--- src/rtl/ahb_apb_bridge_mp.sv ---
// AHB-Lite slave to APB3 master bridge with windowed one-hot slave decode, Pready wait states
// and a two-cycle AHB ERROR for bad address/size. Define AHB2APB_PSLVERR_EN to add the Pslverr input.
module ahb_apb_bridge_mp #(
    parameter int               WIDTH   = 32,
    parameter int               SLAVES  = 4,
    parameter int               SEL_LSB = 12,
    parameter logic [WIDTH-1:0] BASE    = WIDTH'(32'h8000_0000)
) (
    input  logic              Hclk,
    input  logic              Hreset,
    input  logic [1:0]        Htrans,
    input  logic [2:0]        Hsize,
    input  logic              Hreadyin,
    input  logic              Hwrite,
    input  logic [WIDTH-1:0]  Haddr,
    input  logic [WIDTH-1:0]  Hwdata,
    output logic [WIDTH-1:0]  Hrdata,
    output logic [1:0]        Hresp,
    output logic              Hreadyout,
    input  logic [WIDTH-1:0]  Prdata,
    input  logic              Pready,
`ifdef AHB2APB_PSLVERR_EN
    input  logic              Pslverr,
`endif
    output logic [SLAVES-1:0] Pselx,
    output logic              Penable,
    output logic              Pwrite,
    output logic [WIDTH-1:0]  Paddr,
    output logic [WIDTH-1:0]  Pwdata,
    output logic [2:0]        dbg_state
);

    typedef enum logic [2:0] {
        S_IDLE   = 3'd0,
        S_LATCH  = 3'd1,
        S_SETUP  = 3'd2,
        S_ACCESS = 3'd3,
        S_ERR1   = 3'd4,
        S_ERR2   = 3'd5
    } state_t;

    localparam logic [1:0]     RESP_OKAY  = 2'b00;
    localparam logic [1:0]     RESP_ERROR = 2'b01;
    localparam logic [2:0]     MAX_SIZE   = 3'($clog2(WIDTH / 8));
    localparam logic [WIDTH:0] REGION_END = {1'b0, BASE} + ((WIDTH + 1)'(SLAVES) << SEL_LSB);

    state_t              state_q, state_d;
    logic                hreadyout_q, hreadyout_d;
    logic [1:0]          hresp_q, hresp_d;
    logic [WIDTH-1:0]    hrdata_q, hrdata_d;
    logic [SLAVES-1:0]   psel_q, psel_d;
    logic                penable_q, penable_d;
    logic                pwrite_q, pwrite_d;
    logic [WIDTH-1:0]    paddr_q, paddr_d;
    logic [WIDTH-1:0]    pwdata_q, pwdata_d;
    logic [WIDTH-1:0]    addr_q, addr_d;
    logic                write_q, write_d;
    logic [SLAVES-1:0]   sel_q, sel_d;

    logic                valid;
    logic                in_range;
    logic                size_ok;
    logic [WIDTH-1:0]    offset;
    logic [WIDTH-1:0]    slot;
    logic [SLAVES-1:0]   sel_dec;
    logic                apb_err;
    logic                unused_htrans0;

    assign unused_htrans0 = Htrans[0];

`ifdef AHB2APB_PSLVERR_EN
    assign apb_err = Pslverr;
`else
    assign apb_err = 1'b0;
`endif

    // Address-phase decode; only meaningful on the edge that accepts a transfer.
    always_comb begin
        valid    = Hreadyin && Htrans[1] && hreadyout_q;
        in_range = (Haddr >= BASE) && ({1'b0, Haddr} < REGION_END);
        size_ok  = (Hsize <= MAX_SIZE);
        offset   = Haddr - BASE;
        slot     = offset >> SEL_LSB;
        sel_dec  = '0;
        for (int i = 0; i < SLAVES; i++) begin
            sel_dec[i] = (slot == WIDTH'(i));
        end
    end

    always_comb begin
        state_d     = state_q;
        hreadyout_d = hreadyout_q;
        hresp_d     = hresp_q;
        hrdata_d    = hrdata_q;
        psel_d      = psel_q;
        penable_d   = penable_q;
        pwrite_d    = pwrite_q;
        paddr_d     = paddr_q;
        pwdata_d    = pwdata_q;
        addr_d      = addr_q;
        write_d     = write_q;
        sel_d       = sel_q;
        case (state_q)
            // ERR2 drives Hreadyout=1, so it accepts a new transfer exactly like IDLE.
            S_IDLE, S_ERR2: begin
                state_d     = S_IDLE;
                hreadyout_d = 1'b1;
                hresp_d     = RESP_OKAY;
                if (valid) begin
                    hreadyout_d = 1'b0;
                    if (in_range && size_ok) begin
                        state_d = S_LATCH;
                        addr_d  = Haddr;
                        write_d = Hwrite;
                        sel_d   = sel_dec;
                    end else begin
                        state_d = S_ERR1;
                        hresp_d = RESP_ERROR;
                    end
                end
            end
            S_LATCH: begin
                state_d   = S_SETUP;
                pwdata_d  = Hwdata;
                psel_d    = sel_q;
                paddr_d   = addr_q;
                pwrite_d  = write_q;
                penable_d = 1'b0;
            end
            S_SETUP: begin
                state_d   = S_ACCESS;
                penable_d = 1'b1;
            end
            S_ACCESS: begin
                if (Pready) begin
                    psel_d    = '0;
                    penable_d = 1'b0;
                    if (apb_err) begin
                        state_d = S_ERR1;
                        hresp_d = RESP_ERROR;
                    end else begin
                        state_d     = S_IDLE;
                        hreadyout_d = 1'b1;
                        hresp_d     = RESP_OKAY;
                        if (!pwrite_q) begin
                            hrdata_d = Prdata;
                        end
                    end
                end
            end
            S_ERR1: begin
                state_d     = S_ERR2;
                hresp_d     = RESP_ERROR;
                hreadyout_d = 1'b1;
            end
            default: begin
                state_d     = S_IDLE;
                hreadyout_d = 1'b1;
                hresp_d     = RESP_OKAY;
            end
        endcase
    end

    always_ff @(posedge Hclk or posedge Hreset) begin
        if (Hreset) begin
            state_q     <= S_IDLE;
            hreadyout_q <= 1'b1;
            hresp_q     <= RESP_OKAY;
            hrdata_q    <= '0;
            psel_q      <= '0;
            penable_q   <= 1'b0;
            pwrite_q    <= 1'b0;
            paddr_q     <= '0;
            pwdata_q    <= '0;
            addr_q      <= '0;
            write_q     <= 1'b0;
            sel_q       <= '0;
        end else begin
            state_q     <= state_d;
            hreadyout_q <= hreadyout_d;
            hresp_q     <= hresp_d;
            hrdata_q    <= hrdata_d;
            psel_q      <= psel_d;
            penable_q   <= penable_d;
            pwrite_q    <= pwrite_d;
            paddr_q     <= paddr_d;
            pwdata_q    <= pwdata_d;
            addr_q      <= addr_d;
            write_q     <= write_d;
            sel_q       <= sel_d;
        end
    end

    assign Hreadyout = hreadyout_q;
    assign Hresp     = hresp_q;
    assign Hrdata    = hrdata_q;
    assign Pselx     = psel_q;
    assign Penable   = penable_q;
    assign Pwrite    = pwrite_q;
    assign Paddr     = paddr_q;
    assign Pwdata    = pwdata_q;
    assign dbg_state = state_q;

endmodule

--- config.mk ---
export PLATFORM = sky130hd
export DESIGN_NAME = ahb_apb_bridge_mp
export DESIGN_NICKNAME = d
export VERILOG_FILES = /design/src/rtl/ahb_apb_bridge_mp.sv
export SDC_FILE = /design/constraint.sdc
export NUM_CORES = 1
export LEC_CHECK = 0
export CORE_ASPECT_RATIO = 1.25
export CORE_MARGIN = 2
export CORE_UTILIZATION = 25
export DETAILED_ROUTE_END_ITERATION = 12
export GPL_TIMING_DRIVEN = 0
export PLACE_DENSITY = 0.56
export SETUP_SLACK_MARGIN = 0.4
export SYNTH_ARGS = -nofsm -noshare
export SYNTH_HDL_FRONTEND = slang
export SYNTH_SLANG_ARGS = --single-unit
--- constraint.sdc ---
create_clock -name Hclk -period 10 [get_ports Hclk]
set_input_delay 1 -clock Hclk [delete_from_list [all_inputs] [get_ports Hclk]]
set_output_delay 1 -clock Hclk [all_outputs]
set_load 0.01 [all_outputs]
# Word-level counts from Yosys, hierarchy flattened
# Index checks and enable logic that the tools add are counted.
[totals]
memories = 0
latchBits = 0
wordCells = 57
ram_bits = 0
romBits = 0
regBits = 145
[classes]
mux = 15
bitwise = 2
n_addsub = 1
eq_ne = 9
order_cmp = 3
div_mod_pow = 0
n_shift = 0
n_reduce_logical = 15
multipliers = 0
[ops]
columns = ["cell", "count"]
rows = [
  ["== test 20 x 2 -> 1 bit (second input constant)", 2],
  ["greater-or-equal comparator 32 bit (second input constant)", 1],
  ["logical NOT 32 bit", 1],
  ["less-than comparator 32 bit (second input constant)", 1],
  ["subtractor 32 bit (second input constant)", 1],
  ["== test 20 x 1 -> 1 bit (second input constant)", 1],
  ["case mux 3 bit (5 select lines)", 1],
  ["2-to-1 mux 3 bit", 3],
  ["case mux 2 bit (4 select lines)", 1],
  ["case mux 4 bit (2 select lines)", 1],
  ["== test 3 x 2 -> 1 bit (second input constant)", 2],
  ["== test 3 bit (second input constant)", 2],
  ["case mux 1 bit (3 select lines)", 2],
  ["AND reduction 2 bit", 3],
  ["AND reduction 3 bit", 2],
  ["2-to-1 mux 1 bit", 5],
  ["logical AND 1 bit", 4],
  ["2-to-1 mux 4 bit", 1],
  ["OR reduction 2 bit", 2],
  ["== test 3 x 1 -> 1 bit (second input constant)", 1],
  ["<= comparator 3 x 2 -> 1 bit (second input constant)", 1],
  ["logical NOT 3 bit", 1],
  ["nonzero test 3 bit", 1],
  ["2-to-1 mux 2 bit", 1],
  ["other kinds (3)", 4],
]

# Depth between registers and ports, before layout
[depth]
word_depth = 6
mapped_depth = 6

# Least setup slack after synthesis
# Ideal clock, no wire load.
[synth_timing]
kind = "in2reg"
start = "in Haddr[19]"
end = "reg addr_q[0]"
n_path_buf = 2
t_arrival_ns = 2.282
path_stages = 6
slack_ns = 7.593
cell_sequence = "nor4_2 nand2_1 nor4_2 buf_4 buf_12 mux2_4"
[synth_via]
elab_chain_cells = 4
[synth_lines]
columns = ["item", "line_no", "source"]
rows = [
  ["start, declared", "15", "input logic [WIDTH-1:0] Haddr,"],
  ["greater-or-equal comparator 32 bit / less-than comparator 32 bit (equally long branches)", "80", "in_range = (Haddr >= BASE) && ({1'b0, Haddr} < REGION_END);"],
  ["logical AND 1 bit (*)", "80", ""],
  ["logical AND 1 bit (*)", "111", "if (in_range && size_ok) begin"],
  ["AND reduction 3 bit (no source line) (*)", "n/a", ""],
  ["end signal, assigned", "188", "addr_q <= addr_d;"],
  ["end, declared", "56", "logic [WIDTH-1:0] addr_q, addr_d;"],
]
# Every way passes the cells marked *; elsewhere a longest branch is shown, timed or not.
# A chain may end at the register's enable or synchronous reset.

# Final worst setup path
[layout_timing]
start = "in Haddr[28]"
end = "reg sel_q[1]"
[layout_via]
elab_chain_cells = 4
[layout_lines]
columns = ["item", "line_no", "source"]
rows = [
  ["branches (longest 4 deep; another with subtractor 32 bit)", "n/a", ""],
  ["end signal, assigned", "190", "sel_q <= sel_d;"],
  ["end, declared", "58", "logic [SLAVES-1:0] sel_q, sel_d;"],
]
# Parallel ways; which one is timed is not known.

==> impl_metrics.ini <==
[outcome]
status = complete, no violations

[final_layout]
diodes = 0
final_nets = 679
area_delta_synth_final_pct = 57.1
drive_above_1_share_pct = 29.0
instances_no_fill = 865
finalCoreUtilization_pct = 39.9

[synth]
ys_seq_area_share_pct = 65.9
yosys_most_used_dff = dfrtp_1
synthTopCellsByCount = dfrtp_1, mux2_2, nor2b_1
synth_top_family_by_area = multiplexers
synth_warnings = 0
synthTopCellsByArea = dfrtp_1, mux2_2, mux2_4
ys_seq_elements = 144
synthAdderAreaFrac_pct = 0
synth_cell_types = 36
netlist_area_mm2 = 0.00547
synth-simple-area-share_pct = 5.58
async_flop_share_pct = 100
synth_compound_area_share_pct = 1.39
synthCells = 342
synth_most_common_cell = dfrtp_1
synth_fp_nets = 448
synth_xor_xnor_area_share_pct = 0.320
synth_top_area_share_pct = 65.4
yosysTopAreaCell = dfrtp_1
synth_mux_area_share_pct = 24.5
synth_edf_count = 0
synth_area_per_cell_um2 = 16.0

[placement]
gp_congestion = 0.772
io_buffer_count = 211
detailed_place_hpwl_mm = 9.51
placedCellCount = 833
pre_cts_slack_ns = 6.87

[clock_tree]
cts.sinks = 144
clk_latency_ns = 0.42
htree_levels = 4
postCtsHoldBufs = 0
clockBufferDepth = 2
postCtsSetupBuffers = 0
cts_resized = 0
clk_pin_slew_ns = 0.06
numCtsBuffers = 17
cts_tree = yes
cts_root_buf = clkbuf_16

[global_route]
first_global_vias = 4037
track_usage_pct = 11.9
grt_max_degree = 100
grt_overflow = 0
antenna_found_initial = 0
grt_pass1_wl_mm = 21.1

[setup_path]
rr_worst_depth = 6
ff2ff_setup_slack_ns = 7.75
r2r_start = dbg_state[2]
required_ns = 10.29
reg2reg_to = Paddr[2]
crit_fanout = 10
endpoint_kind = flop
crit_arrival_ns = 2.95
critPathLaunchType = input port
worstSetupPathType = input port to flop

[sta]
tightest_slew_ns = 0.651
fmax_mhz = 377
setup_tns_ns = 0
setup_viol = 0
fin_worst_skew_ns = 0.00785
period_needed_ns = 2.65
slew_viol_final = 0
fin_crit_sh_pct = 26.5
setup_ws_ns = 7.35
slew_headroom_pct = 56.4
hold_viol_final = 0
rsz0062_at_grt = no

[die]
die_height_um = 169
pin_count = 214
dieArea_mm2 = 0.0231
die_w_um = 136
start_util_pct = 25.4
rows = 60
core_area_mm2 = 0.0215

[detailed_routing]
wl_per_cell_um = 15.1
drt-vias-per-instance = 4.17
drt_wl_total_mm = 13.1
first_iter_violations = 94
route.detailed.drc = 0
antenna_left = 0
dr.pass1.iters = 4
num_vias = 3604

[hold_path]
hold_path.class = flop to flop
hold_start = addr_q[31]
min_to = addr_q[31]
min_path_cells = 1

[job]
max_cap_violations = 0

[power_and_ir_drop]
power_mw = 2.23
leakage_nw = 3.79
ir_worst_vdd_uv = 115
power.density_mw_per_mm2 = 259
-- power by group --
part | switching [mW] | internal (mW)
clock | 0.249 | 0.425
combinational | 0.283 | 0.461
sequential | 0.0770 | 0.732
-- logic make-up (layout without fill, tap and decap cells) --
group                  Yosys count  after routing
AO/OA/AOI/OAI                   10             10
buffers and inverters           21            265
flip-flops                     144            144
other                            1              1
XOR/XNOR                         2              2
multiplexers                   116            116
AND/OR/NAND/NOR                 48             48
-- critical path, stage by stage --
cell,delay [ns]
clkdlybuf4s50_1,0.44
nor4b_4,0.37
nand4_1,0.19
nor4_2,0.19
buf_4,0.27
buf_12,0.18
mux2_4,0.30
-- sequential cells by signal, summed over array words and instances, names as in the netlist, 3 cells and up --
name       flops
Hrdata        32
dbg_state      3
addr_q        32
Paddr         32
sel_q          4
Pwdata        32
Pselx          4
-- area by class of cell --
class | count | area, µm²
fill | 1980 | 13000
sequential | 144 | 3600
timing repair buffer | 212 | 2140
multi-input combinational | 177 | 1750
clock buffer | 19 | 443
tap | 279 | 349
clock inverter | 13 | 185
buffer | 16 | 103
inverter | 5 | 23.8
-- cells in the final DEF (no fill, tap or decap), types with 2 or more instances in the layout --
cell / count
clkbuf_16: 17
mux2_4: 10
nor2b_1: 18
dfrtp_1: 143
clkinvlp_4: 2
a22o_1: 4
buf_4: 3
clkinv_4: 3
clkdlybuf4s50_1: 211
inv_6: 2
a21oi_1: 2
nand2_1: 9
nor3_1: 2
bufinv_16: 4
buf_2: 12
nor4_2: 2
nor2_1: 5
clkinv_2: 3
mux2_2: 104
inv_1: 3
nand3_1: 2
-- worst max path at each step --
| stage | cells after the start | to | start | slack (ns) |
|---|---|---|---|---|
| 6_report | 7 | sel_q[1] | Haddr[28] | 7.35 |
| 5_1_grt | 7 | sel_q[1] | Haddr[19] | 7.22 |
| 4_1_cts | 7 | sel_q[1] | Haddr[28] | 7.32 |
| 3_5_place_dp | 7 | addr_q[2] | Haddr[28] | 6.87 |
| 3_3_place_gp | 2 | Hrdata[5] | Hreset | 3.29 |
| 2_1_floorplan | 1 | Hrdata[0] | Hreset | 5.14 |
-- per-stage QoR --
| stage | hold WS [ns] | instance area (µm²) |
|---|---|---|
| 3_5_place_dp | 0.453 | 7970 |
| 2_1_floorplan | 0.433 | 5470 |
| 5_1_grt | 0.489 | 8590 |
| 3_3_place_gp | 0.453 | 7930 |
| 4_1_cts | 0.474 | 8590 |
| 6_report | 0.471 | 8590 |
-- routing by layer --
metal | vias up | wire (µm) | GRT usage (%)
met2 | 127 | 6690 | 20.0
met1 | 1804 | 5140 | 13.5
met4 | 0 | 241 | 4.76
met3 | 16 | 1020 | 4.75
met5 | - | 0 | 0
li1 | 1657 | - | -
Note: power is estimated with default switching activity, not from simulation.
